## src/rtl/mips_multicycle_ctrl.sv

```systemverilog
// Multi-cycle control FSM for the 8-bit MIPS-style core: fetch/decode/exec/mem/writeback sequencing.
// Optional retired-instruction counter enabled by defining MIPS_CTRL_RETIRE_CNT_EN.
module mips_multicycle_ctrl #(
  parameter int unsigned OP_W    = 3,
  parameter int unsigned ALUOP_W = 2
) (
  input  logic               clk,
  input  logic               rst_n,
  input  logic [OP_W-1:0]    opcode,
  input  logic               zero,
  input  logic               mem_ready,
  output logic               pc_write,
  output logic [1:0]         pc_src,
  output logic               ir_write,
  output logic               mem_read,
  output logic               mem_write,
  output logic               i_or_d,
  output logic [ALUOP_W-1:0] alu_op,
  output logic               alu_src_b,
  output logic               reg_dst,
  output logic               mem_to_reg,
  output logic               reg_write,
  output logic               halted,
`ifdef MIPS_CTRL_RETIRE_CNT_EN
  output logic [15:0]        retired_cnt,
`endif
  output logic [2:0]         state
);

  typedef enum logic [2:0] {
    StFetch  = 3'b000,
    StDecode = 3'b001,
    StExec   = 3'b010,
    StMemRd  = 3'b011,
    StMemWr  = 3'b100,
    StWb     = 3'b101,
    StHalt   = 3'b110
  } state_e;

  localparam logic [OP_W-1:0] OpAdd  = OP_W'(0);
  localparam logic [OP_W-1:0] OpSub  = OP_W'(1);
  localparam logic [OP_W-1:0] OpLw   = OP_W'(2);
  localparam logic [OP_W-1:0] OpSw   = OP_W'(3);
  localparam logic [OP_W-1:0] OpBeq  = OP_W'(4);
  localparam logic [OP_W-1:0] OpAddi = OP_W'(5);
  localparam logic [OP_W-1:0] OpJ    = OP_W'(6);
  localparam logic [OP_W-1:0] OpHalt = OP_W'(7);

  localparam logic [ALUOP_W-1:0] AluAdd = ALUOP_W'(0);
  localparam logic [ALUOP_W-1:0] AluSub = ALUOP_W'(1);

  localparam logic [1:0] PcSrcSeq    = 2'b00;
  localparam logic [1:0] PcSrcBranch = 2'b01;
  localparam logic [1:0] PcSrcJump   = 2'b10;

  state_e state_q, state_d;

  always_ff @(posedge clk or negedge rst_n) begin
    if (!rst_n) begin
      state_q <= StFetch;
    end else begin
      state_q <= state_d;
    end
  end

  always_comb begin
    state_d = state_q;
    case (state_q)
      StFetch:  if (mem_ready) state_d = StDecode;
      StDecode: state_d = (opcode == OpHalt) ? StHalt : StExec;
      StExec: begin
        case (opcode)
          OpAdd, OpSub, OpAddi: state_d = StWb;
          OpLw:                 state_d = StMemRd;
          OpSw:                 state_d = StMemWr;
          default:              state_d = StFetch;
        endcase
      end
      StMemRd:  if (mem_ready) state_d = StWb;
      StMemWr:  if (mem_ready) state_d = StFetch;
      StWb:     state_d = StFetch;
      StHalt:   state_d = StHalt;
      // Covers the unused 3'b111 encoding.
      default:  state_d = StFetch;
    endcase
  end

  // Outputs are gated by rst_n so an asserted reset kills every strobe before the next edge.
  always_comb begin
    pc_write   = 1'b0;
    pc_src     = PcSrcSeq;
    ir_write   = 1'b0;
    mem_read   = 1'b0;
    mem_write  = 1'b0;
    i_or_d     = 1'b0;
    alu_op     = AluAdd;
    alu_src_b  = 1'b0;
    reg_dst    = 1'b0;
    mem_to_reg = 1'b0;
    reg_write  = 1'b0;
    halted     = 1'b0;
    if (rst_n) begin
      case (state_q)
        StFetch: begin
          mem_read = 1'b1;
          if (mem_ready) begin
            ir_write = 1'b1;
            pc_write = 1'b1;
          end
        end
        StExec: begin
          case (opcode)
            OpSub: alu_op = AluSub;
            OpLw, OpSw, OpAddi: alu_src_b = 1'b1;
            OpBeq: begin
              alu_op   = AluSub;
              pc_write = zero;
              pc_src   = PcSrcBranch;
            end
            OpJ: begin
              pc_write = 1'b1;
              pc_src   = PcSrcJump;
            end
            default: ;
          endcase
        end
        StMemRd: begin
          mem_read = 1'b1;
          i_or_d   = 1'b1;
        end
        StMemWr: begin
          mem_write = 1'b1;
          i_or_d    = 1'b1;
        end
        StWb: begin
          reg_write  = 1'b1;
          reg_dst    = (opcode == OpAdd) || (opcode == OpSub);
          mem_to_reg = (opcode == OpLw);
        end
        StHalt: halted = 1'b1;
        default: ;
      endcase
    end
  end

  assign state = state_q;

`ifdef MIPS_CTRL_RETIRE_CNT_EN
  logic        retire;
  logic [15:0] retired_cnt_q;

  // Final cycle of each instruction; HALT retires once, on its DECODE cycle.
  always_comb begin
    retire = 1'b0;
    case (state_q)
      StDecode: retire = (opcode == OpHalt);
      StExec:   retire = (opcode == OpBeq) || (opcode == OpJ);
      StMemWr:  retire = mem_ready;
      StWb:     retire = 1'b1;
      default:  retire = 1'b0;
    endcase
  end

  always_ff @(posedge clk or negedge rst_n) begin
    if (!rst_n) begin
      retired_cnt_q <= 16'd0;
    end else if (retire) begin
      retired_cnt_q <= retired_cnt_q + 16'd1;
    end
  end

  assign retired_cnt = retired_cnt_q;
`endif

endmodule
```

## config.mk

```make
export PLATFORM = sky130hd
export DESIGN_NAME = mips_multicycle_ctrl
export DESIGN_NICKNAME = d
export VERILOG_FILES = /design/src/rtl/mips_multicycle_ctrl.sv
export SDC_FILE = /design/constraint.sdc
export NUM_CORES = 1
export LEC_CHECK = 0
export BUFFER_PORTS_ARGS = -buffer_cell sky130_fd_sc_hd__buf_4
export CAP_MARGIN = 25
export CELL_PAD_IN_SITES_DETAIL_PLACEMENT = 1
export CELL_PAD_IN_SITES_GLOBAL_PLACEMENT = 1
export CORE_MARGIN = 1
export CORE_UTILIZATION = 29
export CTS_BUF_LIST = sky130_fd_sc_hd__clkbuf_8 sky130_fd_sc_hd__clkbuf_16
export DETAILED_ROUTE_END_ITERATION = 10
export PLACE_DENSITY = 0.76
export SLEW_MARGIN = 20
export SYNTH_ARGS = -nofsm -noshare
export SYNTH_HDL_FRONTEND = slang
export SYNTH_SLANG_ARGS = --single-unit
export TNS_END_PERCENT = 100
```

## constraint.sdc

```tcl
create_clock -name clk -period 2.99 [get_ports clk]
set_input_delay 0.4485 -clock clk [delete_from_list [all_inputs] [get_ports clk]]
set_output_delay 0.4485 -clock clk [all_outputs]
set_load 0.005 [all_outputs]
```

==> results.sh, run 1 <==
export IMPL_cts_sinks=3
export IMPL_drt_wl_total_um=1240
export IMPL_synth_top_cell_by_area="dfrtp_1"
export IMPL_setup_tns_ns=0
export IMPL_largest_reg_flops=3
export IMPL_maxCapViolCount=0
export IMPL_drive_gt1_frac=0.421
export IMPL_r2r_end="state[2]"
export IMPL_root_buffer="clkbuf_8"
export IMPL_rows=13
export IMPL_overflow=0
export IMPL_synth_area_leaders="dfrtp_1 (18%), buf_6 (5.5%), nor2_1 (5.5%), nor3_1 (4.9%), inv_1 (4.6%)"
export IMPL_clkTransAtPathRegs_ns=0.04
export IMPL_grt_usage=0.195
export IMPL_maxSlewViolCount=0
export IMPL_ys_seq_elements=3
export IMPL_core_area_sq_mm=0.00130
export IMPL_ys_seq_area_frac=0.183
export IMPL_grt_pass1_wl_um=1880
export IMPL_viasPerCell=5.08
export IMPL_ys_flop_type="dfrtp_1"
export IMPL_post_dp_hpwl_um=923
export IMPL_synth_edf_count=0
export IMPL_cts_max_level=1
export IMPL_dp_slack_ns=1.21
export IMPL_drtIter0Drc=1
export IMPL_vdd_ir_drop_max_v=0.000314
export IMPL_synth_most_common_cell="nor2_1"
export IMPL_crit_arrival_ns=1.48
export IMPL_setup_violations=0
export IMPL_critPathCaptureType="output port"
export IMPL_area_delta_synth_final_pct=46.8
export IMPL_grt_max_degree=14
export IMPL_whs_ns=0.0304
export IMPL_finalClockSkew_ns=0.00146
export IMPL_fmax_mhz=518
export IMPL_total_power_mw=0.451
export IMPL_nNetsFinal=84
export IMPL_hold_class="input port to async pin"
export IMPL_grt_pass1_vias=401
export IMPL_cts_buffers=3
export IMPL_timing_reg2reg_setup_slack_ns=1.82
export IMPL_die_area_sq_mm=0.00156
export IMPL_port_buffers=22
export IMPL_dr_pass1_iters=2
export IMPL_synthCells=54
export IMPL_startpoint="state[1]"
export IMPL_synth_top_cells_by_count="nor2_1 (6), inv_1 (5), nor3_1 (4), a21oi_1 (3), dfrtp_1 (3)"
export IMPL_worst_setup_path_type="flip-flop to output port"
export IMPL_ioPinCount=24
export IMPL_synth_distinct_cells=32
export IMPL_worstPathRequired_ns=2.54
export IMPL_grt_antenna_before_repair=0
export IMPL_synth_async_sr_flop_share=1.00
export IMPL_cp_start_kind="flip-flop"
export IMPL_syn_area_sq_um=409
export IMPL_postCtsSetupRepairBufs=0
export IMPL_start_util=0.314
export IMPL_stdcell_area_sq_um=601
export IMPL_place_inst=87
export IMPL_detail_route_wl_per_cell_um=13.6
export IMPL_muxShareOfSynthArea=0.0245
export IMPL_synthAdderAreaFrac=0
export IMPL_dpl_cell_area_sq_um=556
export IMPL_cts_hold_buffers=0
export IMPL_final_cells=91
export IMPL_finalHoldViolations=0
export IMPL_rr_worst_depth=3
export IMPL_outcome="finished clean"
export IMPL_fin_util=0.462
export IMPL_die_w_um=39.6
export IMPL_drt_drc_violations_left=0
export IMPL_insertion_delay_ns=0.23
export IMPL_vias=462
export IMPL_synth_top_family_by_area="simple AND/OR/NAND/NOR gates"
export IMPL_die_y_um=39.6
export IMPL_synthSimpleGateAreaFrac=0.407
export IMPL_finalCritPeriodShare=0.645
export IMPL_insertedDiodeCount=0
export IMPL_clk_path_buf_depth=2
export IMPL_period_minus_slack_ns=1.93
export IMPL_gp_congestion=0.870
export IMPL_cp_max_fo=13
export IMPL_cts_tree="yes"
export IMPL_rsz0062_at_grt="false"
export IMPL_synth_nets=61
export IMPL_r2r_start="state[1]"
export IMPL_synth_top_cell_area_share=0.183
export IMPL_synth_compound_area_frac=0.217
export IMPL_ant_nets=0
export IMPL_postSynthAreaPerCell_sq_um=7.58
export IMPL_endpoint="mem_to_reg"
export IMPL_yosysWarnings=0
export IMPL_ctsResizeCount=0
export IMPL_p_leak_nw=0.306
export IMPL_synth_xor_xnor_area_share=0.0214
export IMPL_fin_ws_ns=1.06
export IMPL_cellPowerDensity_mw_per_mm2=751
==> area by class of cell <==
cell class	instances	area, sq um
inverters	5	18.8
flip-flops and latches	3	75.1
multi-input cells	42	278
repair buffers	22	165
clock inverters	1	3.75
clock buffers	3	41.3
fillers	170	701
well taps	15	18.8
==> cell usage in the layout (no fill, tap or decap), types with 2 or more instances in the layout <==
master	count
a21oi_1	3
nand3_1	2
clkbuf_8	3
nor3_1	4
nor2b_1	2
buf_4	22
inv_1	6
dfrtp_1	3
nor2_1	6
nand2_1	2
and3_1	2
==> cell families (layout without fill, tap and decap cells) <==
| kind of cell | count (synthesis) | after routing |
|---|---|---|
| XOR/XNOR | 1 | 1 |
| AND/OR/NAND/NOR | 27 | 27 |
| flip-flops | 3 | 3 |
| buffers and inverters | 9 | 31 |
| other | 1 | 1 |
| multiplexers | 1 | 1 |
| AO/OA/AOI/OAI | 12 | 12 |
==> critical path, cell delays in order (launching register included) <==
cell	delay, ns
dfrtp_1	0.49
nor2b_1	0.23
nand3_1	0.15
nor3_1	0.24
buf_4	0.15
==> metal layers <==
layer | track usage | part of all wire
met1 | 0.205 | 0.43
met2 | 0.307 | 0.50
met3 | 0.0511 | 0.034
met4 | 0.181 | 0.033
met5 | 0 | 0
==> power breakdown <==
group          internal [mW]  total, mW  switching (mW)
sequential            0.0581      0.107          0.0492
combinational          0.116      0.219           0.104
clock                 0.0882      0.124          0.0360
total                  0.262      0.451           0.189
==> how the worst min path moves through the flow <==
stage / start / end / slack, ns / depth (start not counted)
after CTS: rst_n / state[1] / 0.03 / 1
after global placement: rst_n / state[0] / 0.27 / 1
after floorplan: rst_n / state[0] / 0.15 / 0
after detailed placement: rst_n / state[0] / 0.27 / 1
final: rst_n / state[1] / 0.03 / 1
after global routing: rst_n / state[2] / 0.03 / 1
No activity file was read; power rests on OpenSTA's default activity.
==> inputs of run 2 (changes only) <==
- CORE_ASPECT_RATIO: default -> 1.2
- CORE_UTILIZATION: 29 -> 25
- PLACE_DENSITY: 0.76 -> 0.69
- clock period: 2.99 -> 1.72 ns (I/O delays scaled with it)
==> run 2 against run 1 <==
Wire length decreased by 5.3%. Global-route usage decreased by 5.3 points. Sequential power increased by 64%. Critical path depth unchanged. Design area increased by 5.0%. Hold slack improved by 0.36 ns. Clock-buffer cell count unchanged. Combinational power increased by 93%. Non-clock buffer count increased by 3. Register-to-register slack got worse by 1.2 ns.
==> results.sh, run 2 (synthesis gave the netlist of run 1 again) <==
export IMPL_cellPowerDensity_mw_per_mm2=1260
export IMPL_nNetsFinal=87
export IMPL_path_cells="nor2b_4, buf_4, nor4b_2, buf_4"
export IMPL_rsz0062_at_grt="false"
export IMPL_fmax_mhz=616
export IMPL_insertion_delay_ns=0.22
export IMPL_outcome="finished clean"
export IMPL_min_to="state[1]"
export IMPL_drive_gt1_frac=0.443
export IMPL_rows=15
export IMPL_area_delta_synth_final_pct=54.1
export IMPL_rr_worst_depth=3
export IMPL_hold_class="input port to flip-flop"
export IMPL_critPathMaxStageDelay_ns=0.44
export IMPL_vias=463
export IMPL_ant_nets=0
export IMPL_setup_tns_ns=0
export IMPL_dr_wl_met2_um=565
export IMPL_cts_sinks=3
export IMPL_cts_max_level=1
export IMPL_start_util=0.276
export IMPL_met1Wirelength_um=535
export IMPL_drt_wl_total_um=1170
export IMPL_clk_path_buf_depth=2
export IMPL_period_minus_slack_ns=1.62
export IMPL_grt_pass1_vias=400
export IMPL_grt_max_degree=12
export IMPL_final_common_cell="buf_4"
export IMPL_maxCapViolCount=0
export IMPL_core_area_sq_mm=0.00148
export IMPL_layout_common_cells="buf_4 (24), inv_1 (6), nor2_1 (5)"
export IMPL_dp_slack_ns=0.293
export IMPL_r2r_end="state[2]"
export IMPL_critPathCaptureType="output port"
export IMPL_drtIter0Drc=8
export IMPL_detail_route_wl_per_cell_um=12.2
export IMPL_cpLargestDelayFamily="flip-flops"
export IMPL_die_w_um=38.9
export IMPL_die_area_sq_mm=0.00180
export IMPL_r2r_start="state[1]"
export IMPL_overflow=0
export IMPL_critPathSlowestCell="dfrtp_1"
export IMPL_post_dp_hpwl_um=878
export IMPL_cp_max_fo=7
export IMPL_vdd_ir_drop_max_v=0.000748
export IMPL_worstHoldStart="mem_ready"
export IMPL_root_buffer="clkbuf_8"
export IMPL_wl_met3_um=70
export IMPL_viasPerCell=4.82
export IMPL_cts_tree="yes"
export IMPL_whs_path_depth=3
export IMPL_setup_violations=0
export IMPL_grt_pass1_wl_um=1810
export IMPL_ioPinCount=24
export IMPL_dr_pass1_iters=4
export IMPL_drt_drc_violations_left=0
export IMPL_p_leak_nw=0.321
export IMPL_die_y_um=46.3
export IMPL_worst_setup_path_type="flip-flop to output port"
export IMPL_largest_reg_flops=3
export IMPL_cts_buffers=3
export IMPL_finalHoldViolations=0
export IMPL_maxSlewViolCount=0
export IMPL_top_layer="met3"
export IMPL_finalClockSkew_ns=0.00407
export IMPL_port_buffers=22
export IMPL_cp_start_kind="flip-flop"
export IMPL_critical_path_most_common_cell="buf_4"
export IMPL_finalCritPeriodShare=0.944
export IMPL_grt_usage=0.142
export IMPL_crit_arrival_ns=1.37
export IMPL_fin_ws_ns=0.0956
export IMPL_timing_reg2reg_setup_slack_ns=0.58
export IMPL_cp_depth=4
export IMPL_path_buf_inv=2
export IMPL_worstPathRequired_ns=1.46
export IMPL_grt_antenna_before_repair=0
export IMPL_clkTransAtPathRegs_ns=0.03
export IMPL_insertedDiodeCount=0
export IMPL_gp_congestion=0.779
==> run 2: area by class of cell <==
| type | count | area, sq um |
|---|---|---|
| repair buffers | 25 | 190 |
| well taps | 17 | 21.3 |
| inverters | 5 | 18.8 |
| clock buffers | 3 | 41.3 |
| flip-flops and latches | 3 | 75.1 |
| fillers | 187 | 852 |
| multi-input cells | 42 | 280 |
| clock inverters | 1 | 3.75 |
==> run 2: worst max-delay path by stage <==
stage	end	start	slack [ns]
5_1_grt	pc_src[0]	state[2]	0.01
3_5_place_dp	pc_src[0]	state[2]	0.29
4_1_cts	pc_src[0]	state[2]	0.06
6_report	mem_read	state[1]	0.1
3_3_place_gp	pc_write	state[1]	0.34
2_1_floorplan	pc_write	state[1]	0.46
==> run 2: power breakdown <==
group | switching, mW | internal [mW] | total (mW) | leakage, nW
clock | 0.0478 | 0.152 | 0.200 | 0.0269
combinational | 0.195 | 0.228 | 0.423 | 0.256
sequential | 0.0734 | 0.101 | 0.175 | 0.0381
==> run 2: worst register-to-register path: cells and delay by family, from the launching register on <==
| kind | cells | cell delay, ns |
|---|---|---|
| flip-flops | 1 | 0.44 |
| buffers and inverters | 1 | 0.19 |
| AO/OA/AOI/OAI | 2 | 0.43 |
==> run 2: metrics by stage <==
stage | cell area [sq um] | power, mW | hold WS, ns | util | std cells
after detailed placement | 566 | 0.584 | 0.0784 | 0.381 | 90
after global placement | 566 | 0.575 | 0.0748 | 0.381 | 90
after global routing | 631 | 0.861 | 0.402 | 0.425 | 96
after floorplan | 409 | 0.428 | -0.0376 | - | 54
final | 631 | 0.797 | 0.389 | 0.425 | 96
after CTS | 621 | 0.787 | 0.392 | 0.419 | 95
==> run 2: what timing repair did <==
item / in CTS / in global routing
gates resized for setup: 0 / 1
buffers inserted: 0 / 1
endpoints found under the setup margin: 0 / 2
endpoints found under the hold margin: 3 / 0
hold buffers: 1 / 0
==> run 2: per-layer routing <==
metal / vias up / GRT usage
li1: 233 / -
met2: 21 / 0.210
met1: 209 / 0.202
met4: 0 / 0.0207
met3: 0 / 0.0483
met5: - / 0
